[src/rtl/mcyc_control.sv]
// Multi-cycle control FSM for the MIPS-subset CPU: sequences IF/ID/EXE/MEM/WB
// and drives every datapath enable and mux select combinationally from state and IR.
module mcyc_control (
    input  logic       clk,
    input  logic       rst,
    input  logic [5:0] op,
    input  logic [5:0] func,
    input  logic       zero,
    output logic       wpc,
    output logic       wir,
    output logic       wmem,
    output logic       wreg,
    output logic       iord,
    output logic       regrt,
    output logic       m2reg,
    output logic       jal,
    output logic       sext,
    output logic [3:0] aluc,
    output logic [1:0] alusrca,
    output logic [1:0] alusrcb,
    output logic [1:0] pcsource,
    output logic [2:0] state
);

    localparam logic [2:0] S_IF  = 3'b000;
    localparam logic [2:0] S_ID  = 3'b001;
    localparam logic [2:0] S_EXE = 3'b010;
    localparam logic [2:0] S_MEM = 3'b011;
    localparam logic [2:0] S_WB  = 3'b100;

    localparam logic [3:0] ALU_ADD = 4'b0000;
    localparam logic [3:0] ALU_SUB = 4'b0100;
    localparam logic [3:0] ALU_AND = 4'b0001;
    localparam logic [3:0] ALU_OR  = 4'b0101;
    localparam logic [3:0] ALU_XOR = 4'b0010;
    localparam logic [3:0] ALU_LUI = 4'b0110;
    localparam logic [3:0] ALU_SLL = 4'b0011;
    localparam logic [3:0] ALU_SRL = 4'b0111;
    localparam logic [3:0] ALU_SRA = 4'b1111;

    logic [2:0] r_state;
    logic [2:0] w_state_next;

    logic       w_alu_r, w_shift, w_jr, w_alu_i;
    logic       w_lw, w_sw, w_beq, w_bne, w_j, w_jal;
    logic       w_sext, w_legal, w_taken;
    logic [3:0] w_aluc;
    logic [1:0] w_exe_srca, w_exe_srcb;
    logic [3:0] w_exe_aluc;

    // Instruction decode: class flags plus the ALU op implied by op/func.
    always_comb begin
        w_alu_r = 1'b0;
        w_shift = 1'b0;
        w_jr    = 1'b0;
        w_alu_i = 1'b0;
        w_lw    = 1'b0;
        w_sw    = 1'b0;
        w_beq   = 1'b0;
        w_bne   = 1'b0;
        w_j     = 1'b0;
        w_jal   = 1'b0;
        w_sext  = 1'b0;
        w_aluc  = ALU_ADD;
        case (op)
            6'b000000: begin
                case (func)
                    6'b100000: begin w_alu_r = 1'b1; w_aluc = ALU_ADD; end
                    6'b100010: begin w_alu_r = 1'b1; w_aluc = ALU_SUB; end
                    6'b100100: begin w_alu_r = 1'b1; w_aluc = ALU_AND; end
                    6'b100101: begin w_alu_r = 1'b1; w_aluc = ALU_OR;  end
                    6'b100110: begin w_alu_r = 1'b1; w_aluc = ALU_XOR; end
                    6'b000000: begin w_alu_r = 1'b1; w_shift = 1'b1; w_aluc = ALU_SLL; end
                    6'b000010: begin w_alu_r = 1'b1; w_shift = 1'b1; w_aluc = ALU_SRL; end
                    6'b000011: begin w_alu_r = 1'b1; w_shift = 1'b1; w_aluc = ALU_SRA; end
                    6'b001000: w_jr = 1'b1;
                    default:   ;
                endcase
            end
            6'b001000: begin w_alu_i = 1'b1; w_sext = 1'b1; w_aluc = ALU_ADD; end
            6'b001100: begin w_alu_i = 1'b1; w_aluc = ALU_AND; end
            6'b001101: begin w_alu_i = 1'b1; w_aluc = ALU_OR;  end
            6'b001110: begin w_alu_i = 1'b1; w_aluc = ALU_XOR; end
            6'b001111: begin w_alu_i = 1'b1; w_aluc = ALU_LUI; end
            6'b100011: begin w_lw  = 1'b1; w_sext = 1'b1; end
            6'b101011: begin w_sw  = 1'b1; w_sext = 1'b1; end
            6'b000100: begin w_beq = 1'b1; w_sext = 1'b1; w_aluc = ALU_SUB; end
            6'b000101: begin w_bne = 1'b1; w_sext = 1'b1; w_aluc = ALU_SUB; end
            6'b000010: w_j   = 1'b1;
            6'b000011: w_jal = 1'b1;
            default:   ;
        endcase
    end

    assign w_legal = w_alu_r | w_jr | w_alu_i | w_lw | w_sw | w_beq | w_bne | w_j | w_jal;
    assign w_taken = (w_beq & zero) | (w_bne & ~zero);

    // EXE operand selection; WB repeats it so the unconditionally loaded ALUout stays stable.
    always_comb begin
        w_exe_srca = 2'b00;
        w_exe_srcb = 2'b00;
        w_exe_aluc = ALU_ADD;
        if (w_alu_r) begin
            w_exe_srca = w_shift ? 2'b10 : 2'b01;
            w_exe_srcb = 2'b00;
            w_exe_aluc = w_aluc;
        end else if (w_alu_i | w_lw | w_sw) begin
            w_exe_srca = 2'b01;
            w_exe_srcb = 2'b10;
            w_exe_aluc = w_aluc;
        end else if (w_beq | w_bne) begin
            w_exe_srca = 2'b01;
            w_exe_srcb = 2'b00;
            w_exe_aluc = ALU_SUB;
        end
    end

    always_comb begin
        wpc          = 1'b0;
        wir          = 1'b0;
        wmem         = 1'b0;
        wreg         = 1'b0;
        iord         = 1'b0;
        regrt        = 1'b0;
        m2reg        = 1'b0;
        jal          = 1'b0;
        sext         = 1'b0;
        aluc         = ALU_ADD;
        alusrca      = 2'b00;
        alusrcb      = 2'b00;
        pcsource     = 2'b00;
        w_state_next = S_IF;
        case (r_state)
            S_IF: begin
                wir          = 1'b1;
                wpc          = 1'b1;
                alusrcb      = 2'b01;
                w_state_next = S_ID;
            end
            S_ID: begin
                alusrcb = 2'b11;
                sext    = w_sext;
                if (w_j | w_jal) begin
                    wpc      = 1'b1;
                    pcsource = 2'b11;
                    wreg     = w_jal;
                    jal      = w_jal;
                end else if (w_jr) begin
                    wpc      = 1'b1;
                    pcsource = 2'b10;
                end else if (w_legal) begin
                    w_state_next = S_EXE;
                end
            end
            S_EXE: begin
                alusrca = w_exe_srca;
                alusrcb = w_exe_srcb;
                aluc    = w_exe_aluc;
                sext    = w_sext;
                if (w_beq | w_bne) begin
                    wpc      = w_taken;
                    pcsource = w_taken ? 2'b01 : 2'b00;
                end else if (w_lw | w_sw) begin
                    w_state_next = S_MEM;
                end else if (w_alu_r | w_alu_i) begin
                    w_state_next = S_WB;
                end
            end
            S_MEM: begin
                sext = w_sext;
                if (w_lw | w_sw) begin
                    iord = 1'b1;
                    wmem = w_sw;
                end
                if (w_lw) w_state_next = S_WB;
            end
            S_WB: begin
                alusrca = w_exe_srca;
                alusrcb = w_exe_srcb;
                aluc    = w_exe_aluc;
                sext    = w_sext;
                wreg    = w_alu_r | w_alu_i | w_lw;
                regrt   = w_alu_i | w_lw;
                m2reg   = w_lw;
            end
            default: ;
        endcase
        if (!rst) begin
            wpc  = 1'b0;
            wir  = 1'b0;
            wmem = 1'b0;
            wreg = 1'b0;
        end
    end

    always_ff @(posedge clk) begin
        if (!rst) r_state <= S_IF;
        else      r_state <= w_state_next;
    end

    assign state = r_state;

endmodule

[config.mk]
export PLATFORM = sky130hd
export DESIGN_NAME = mcyc_control
export DESIGN_NICKNAME = d
export VERILOG_FILES = /design/src/rtl/mcyc_control.sv
export SDC_FILE = /design/constraint.sdc
export NUM_CORES = 1
export LEC_CHECK = 0
export CORE_ASPECT_RATIO = 0.7
export CORE_MARGIN = 1.5
export CORE_UTILIZATION = 37
export CTS_BUF_LIST = sky130_fd_sc_hd__clkbuf_8
export CTS_CLUSTER_DIAMETER = 50
export DETAILED_ROUTE_END_ITERATION = 8
export HOLD_SLACK_MARGIN = 0.03
export PLACE_DENSITY = 0.8
export SYNTH_ARGS = -nofsm -noshare
export SYNTH_HDL_FRONTEND = slang
export SYNTH_SLANG_ARGS = --single-unit
[constraint.sdc]
create_clock -name clk -period 2.3 [get_ports clk]
set_clock_uncertainty 0.05 [all_clocks]
set_input_delay 0.575 -clock clk [delete_from_list [all_inputs] [get_ports clk]]
set_output_delay 0.575 -clock clk [all_outputs]
set_load 0.02 [all_outputs]
==> reports/results.ini, run 1 <==
[clocking]
cts_root_buf=clkbuf_8
cts-htree-levels=1
postCtsHoldBufs=0
cts_sinks=3
numCtsBuffers=3
cts_buffer_depth=2

[floorplanning]
fp-row-count=13
chipWidth_um=55.7
pin_count=37
fp.dieH_um=39.9
start_util_pct=39.1

[grt]
grt_max_degree=16

[logic_synthesis]
synth.distinct_cells=45
synth_warnings=0
syn-instance-count=108
ys_ff_latch=3
synth_top_area_share_pct=9.93
synth_sequential_area_ratio_pct=8.36
ys_dominant_reg_cell=dfxtp_1
avgSynthCellArea_um2=6.65
synth_nets=123
synthTopCellsByArea=nor2_1 (9.9%), dfxtp_1 (8.4%), a21oi_1 (4.2%)
netlist_area_um2=718
synth_enable_flop_cells=0
synth_area_leader_cell=nor2_1
synthArstFlopShare_pct=0

[timing]
postGrtWorstEndpoint=aluc[0]
worst-ep-kind=output port

[placement]
dp_slack_ns=-1.26
dp_cells=200
hpwl_mm=2.37
io_buffers=36
gp_congestion=0.911

[status]
status=stopped before the end
error=[ERROR DPL-0038] Utilization greater than 100%, impossible to legalize
lastStage=global routing (5_1_grt)

[what timing repair did]
action / CTS
cloned: 0
gates resized for setup: 190
buffers inserted: 11
endpoints found under the setup margin: 20
pin swaps: 27
[kinds of logic after synthesis]
logic type / after synthesis / synth area share (%)
AND/OR/NAND/NOR: 63 / 48.6
XOR/XNOR: 3 / 3.66
AO/OA/AOI/OAI: 29 / 31.9
flip-flops: 3 / 8.36
buffers and inverters: 10 / 7.49
[per-stage QoR]
step	hold slack, ns	utilization, %	TNS [ns]	cell area (um^2)
floorplan	0.665	-	-1.38	791
global placement	0.546	78.4	-18.40	1440
detailed placement	0.583	78.4	-19.16	1440
CTS	0.603	95.9	-2.56	1760
[synth_stat cells (2+ instances only)]
cell       number
nor3_1          4
dfxtp_1         3
a31oi_1         4
buf_6           2
a21oi_1         6
nor2b_1         3
o21ai_0         3
inv_1           3
or3_1           3
and3_1          3
nand2b_1        3
nand2_1         7
nor2_1         19
nand3_1         6
xor2_1          2
clkbuf_1        4
nor4_1          4
a2bb2oi_1       2
==> run 2, diff against run 1 <==
- CORE_AREA: unset -> 2 2 63 65
- CORE_ASPECT_RATIO: 0.7 -> unset
- CORE_MARGIN: 1.5 -> unset
- CORE_UTILIZATION: 37 -> unset
- CTS_BUF_LIST: sky130_fd_sc_hd__clkbuf_8 -> unset
- CTS_CLUSTER_DIAMETER: 50 -> unset
- DIE_AREA: unset -> 0 0 65 67
- HOLD_SLACK_MARGIN: 0.03 -> unset
- PLACE_DENSITY: 0.8 -> unset
- PLACE_DENSITY_LB_ADDON: unset -> 0.15
- clock period: 2.3 -> 3 ns (I/O delays scaled with it)
==> run 2 against run 1 <==
Against the previous run:
- the flow now finishes, with violations (negative setup slack)
- area after synthesis is the same
- synthesized cell count unchanged
==> reports/results.ini, run 2 <==
[logic_synthesis]
ys_ff_latch=3  ; unchanged
synth_enable_flop_cells=0  ; unchanged
yosysMostFrequentCell=nor2_1
avgSynthCellArea_um2=6.65  ; unchanged
synth_nets=123  ; unchanged
synth_sequential_area_ratio_pct=8.36  ; unchanged
synth_warnings=0  ; unchanged
netlist_area_um2=718  ; unchanged
synth_top_area_share_pct=9.93  ; unchanged
synth.distinct_cells=45  ; unchanged
syn-instance-count=108  ; unchanged
synth_area_leader_cell=nor2_1
ys_dominant_reg_cell=dfxtp_1
synthTopCellsByArea=nor2_1 (9.9%), dfxtp_1 (8.4%), a21oi_1 (4.2%)
synthArstFlopShare_pct=0  ; unchanged
synthTopCellsByCount=nor2_1 (19), nand2_1 (7), a21oi_1 (6), nand3_1 (6)

[timing]
slew_viol_final=0
timing.setup.tns_ns=-0.0204
setup_ws_ns=-0.0145
finalSetupViolations=2
relSlewSlack_pct=73.9
rsz0062_at_grt=yes
finalHoldViolCount=0
fmax_mhz=332
min_period_ns=3.01
worst_pin_slew_ns=0.386
finalCritPeriodShare_pct=100

[setup_path]
arrival_ns=2.21
r2r_end=state[1]
reg2reg_depth=4
criticalPathCategory=primary input to output pin
setup.worst_path.end=aluc[0]
startpoint_type=primary input
crit_start=op[3]
worstSetupEndpointType=output pin
r2r_slack_ns=1.65
crit_fanout=6
r2r_start=state[0]
cp.required_ns=2.20

[routing]
firstDrtPassIters=4
drc=0
wl_mm=2.86
dr_wl_met2_mm=1.48
avgRoutedWirePerCell_um=12.3
routed-via-count=1096
wl_met1_mm=1.24
top_layer=met4
vias_per_cell=4.72
wl_met3_um=114
drtIter0Drc=53
antenna_left=0

[floorplanning]
core_area_mm2=0.00361
fp.dieH_um=67  ; +68%
chipWidth_um=65  ; +17%
start_util_pct=19.9  ; -19 points
fp-row-count=22  ; +9
die_area_mm2=0.00436
pin_count=37  ; unchanged

[placement]
dp_cells=225  ; +13%
gp_congestion=0.864  ; -5.2%
hpwl_mm=2.23  ; -5.6%
io_buffers=36  ; unchanged

[clocking]
numCtsBuffers=3  ; unchanged
cts-htree-levels=1  ; unchanged
cts_buffer_depth=2  ; unchanged
cts_root_buf=clkbuf_8
clock_latency_ns=0.21
postCtsHoldBufs=0  ; unchanged
cts_tree=yes
cts_sinks=3  ; unchanged
clk_pin_slew_ns=0.03

[grt]
grt_pass1_wl_mm=4.69
grt_overflow_total=0
antenna_found_initial=0
grt_max_degree=16
track_usage_pct=13.6
grt_pass1_vias=1100

[pwr]
peakVddDrop_mv=0.103
cellPowerDensity_mw_per_mm2=195
power.leakage_nw=0.677

[cells_and_area]
layout_common_cells=buf_4 (47), nor2_1 (18), nand2_1 (7)
area_growth_pct=109
layout-drive-gt1-share_pct=48.9
final_util_pct=41.6
layout.nets=200
diodes=0
largest_reg_flops=3
instances_no_fill=232
layout_commonest_cell=buf_4

[status]
violations=negative setup slack
status=finished, violations left

[min_path]
min_path_type=register to register

[job]
max_cap_violations=0

## run 2: worst max-delay path, stage by stage
cell      delay (ns)
buf_6           0.09
or4_4           0.55
nor3_4          0.17
o21a_4          0.20
o221ai_4        0.12
nor3_2          0.18
buf_4           0.16
## run 2: layout make-up
class / count / area, um^2
Multi-Input combinational cell: 95 / 691
Inverter: 3 / 11.3
Tap cell: 48 / 60.1
Clock buffer: 4 / 45.0
Timing Repair Buffer: 79 / 632
Sequential cell: 3 / 60.1
Fill cell: 390 / 2110
## run 2: logic make-up after synthesis
family	after synthesis	synth area share [%]
AND/OR/NAND/NOR	63	48.6
AO/OA/AOI/OAI	29	31.9
XOR/XNOR	3	3.66
flip-flops	3	8.36
buffers and inverters	10	7.49
## run 2: through the flow
step                      area [um^2]   power, W  setup WS, ns  hold slack [ns]
after floorplan                   728  0.0000957      -0.00560            0.671
after global placement           1410   0.000171        -0.867            0.572
after detailed placement         1410   0.000172        -0.883            0.576
after CTS                        1460   0.000290       -0.0674            0.582
after global routing             1500   0.000313       -0.0914            0.593
final                            1500   0.000292       -0.0145            0.579
## run 2: worst min path at each step
stage | cells past startpoint | from | slack (ns) | endpoint
detailed placement | 2 | state[1] | 0.58 | state[0]
floorplan | 2 | state[1] | 0.67 | state[0]
finish | 2 | state[1] | 0.58 | state[0]
CTS | 2 | state[1] | 0.58 | state[0]
global route | 2 | state[1] | 0.59 | state[0]
global placement | 2 | state[1] | 0.57 | state[0]
## run 2: repair_timing
action,4_1_cts,5_1_grt
gates resized for setup,97,20
pin swaps,9,5
setup buffers,1,2
endpoints found under the setup margin,17,13
endpoints found under the hold margin,0,0
## run 2: report_power, final
part | internal, W | switching [W]
clock | 0.0000905 | 0.0000252
combinational | 0.0000672 | 0.0000647
sequential | 0.0000416 | 0.00000287
total | 0.000199 | 0.0000927
## run 2: routing by layer
layer / global-route usage, % / up-vias
met1: 16.5 / 515
met4: 5.05 / 0
met5: 0 / -
li1: - / 557
met2: 24.2 / 22
met3: 1.86 / 2
No activity file was read; power rests on OpenSTA's default activity.
==> run 3, diff against run 2 <==
- HOLD_SLACK_MARGIN: unset -> 0.02
==> results of run 3 <==
The final DEF is identical to that of run 2; final timing and power are the same.
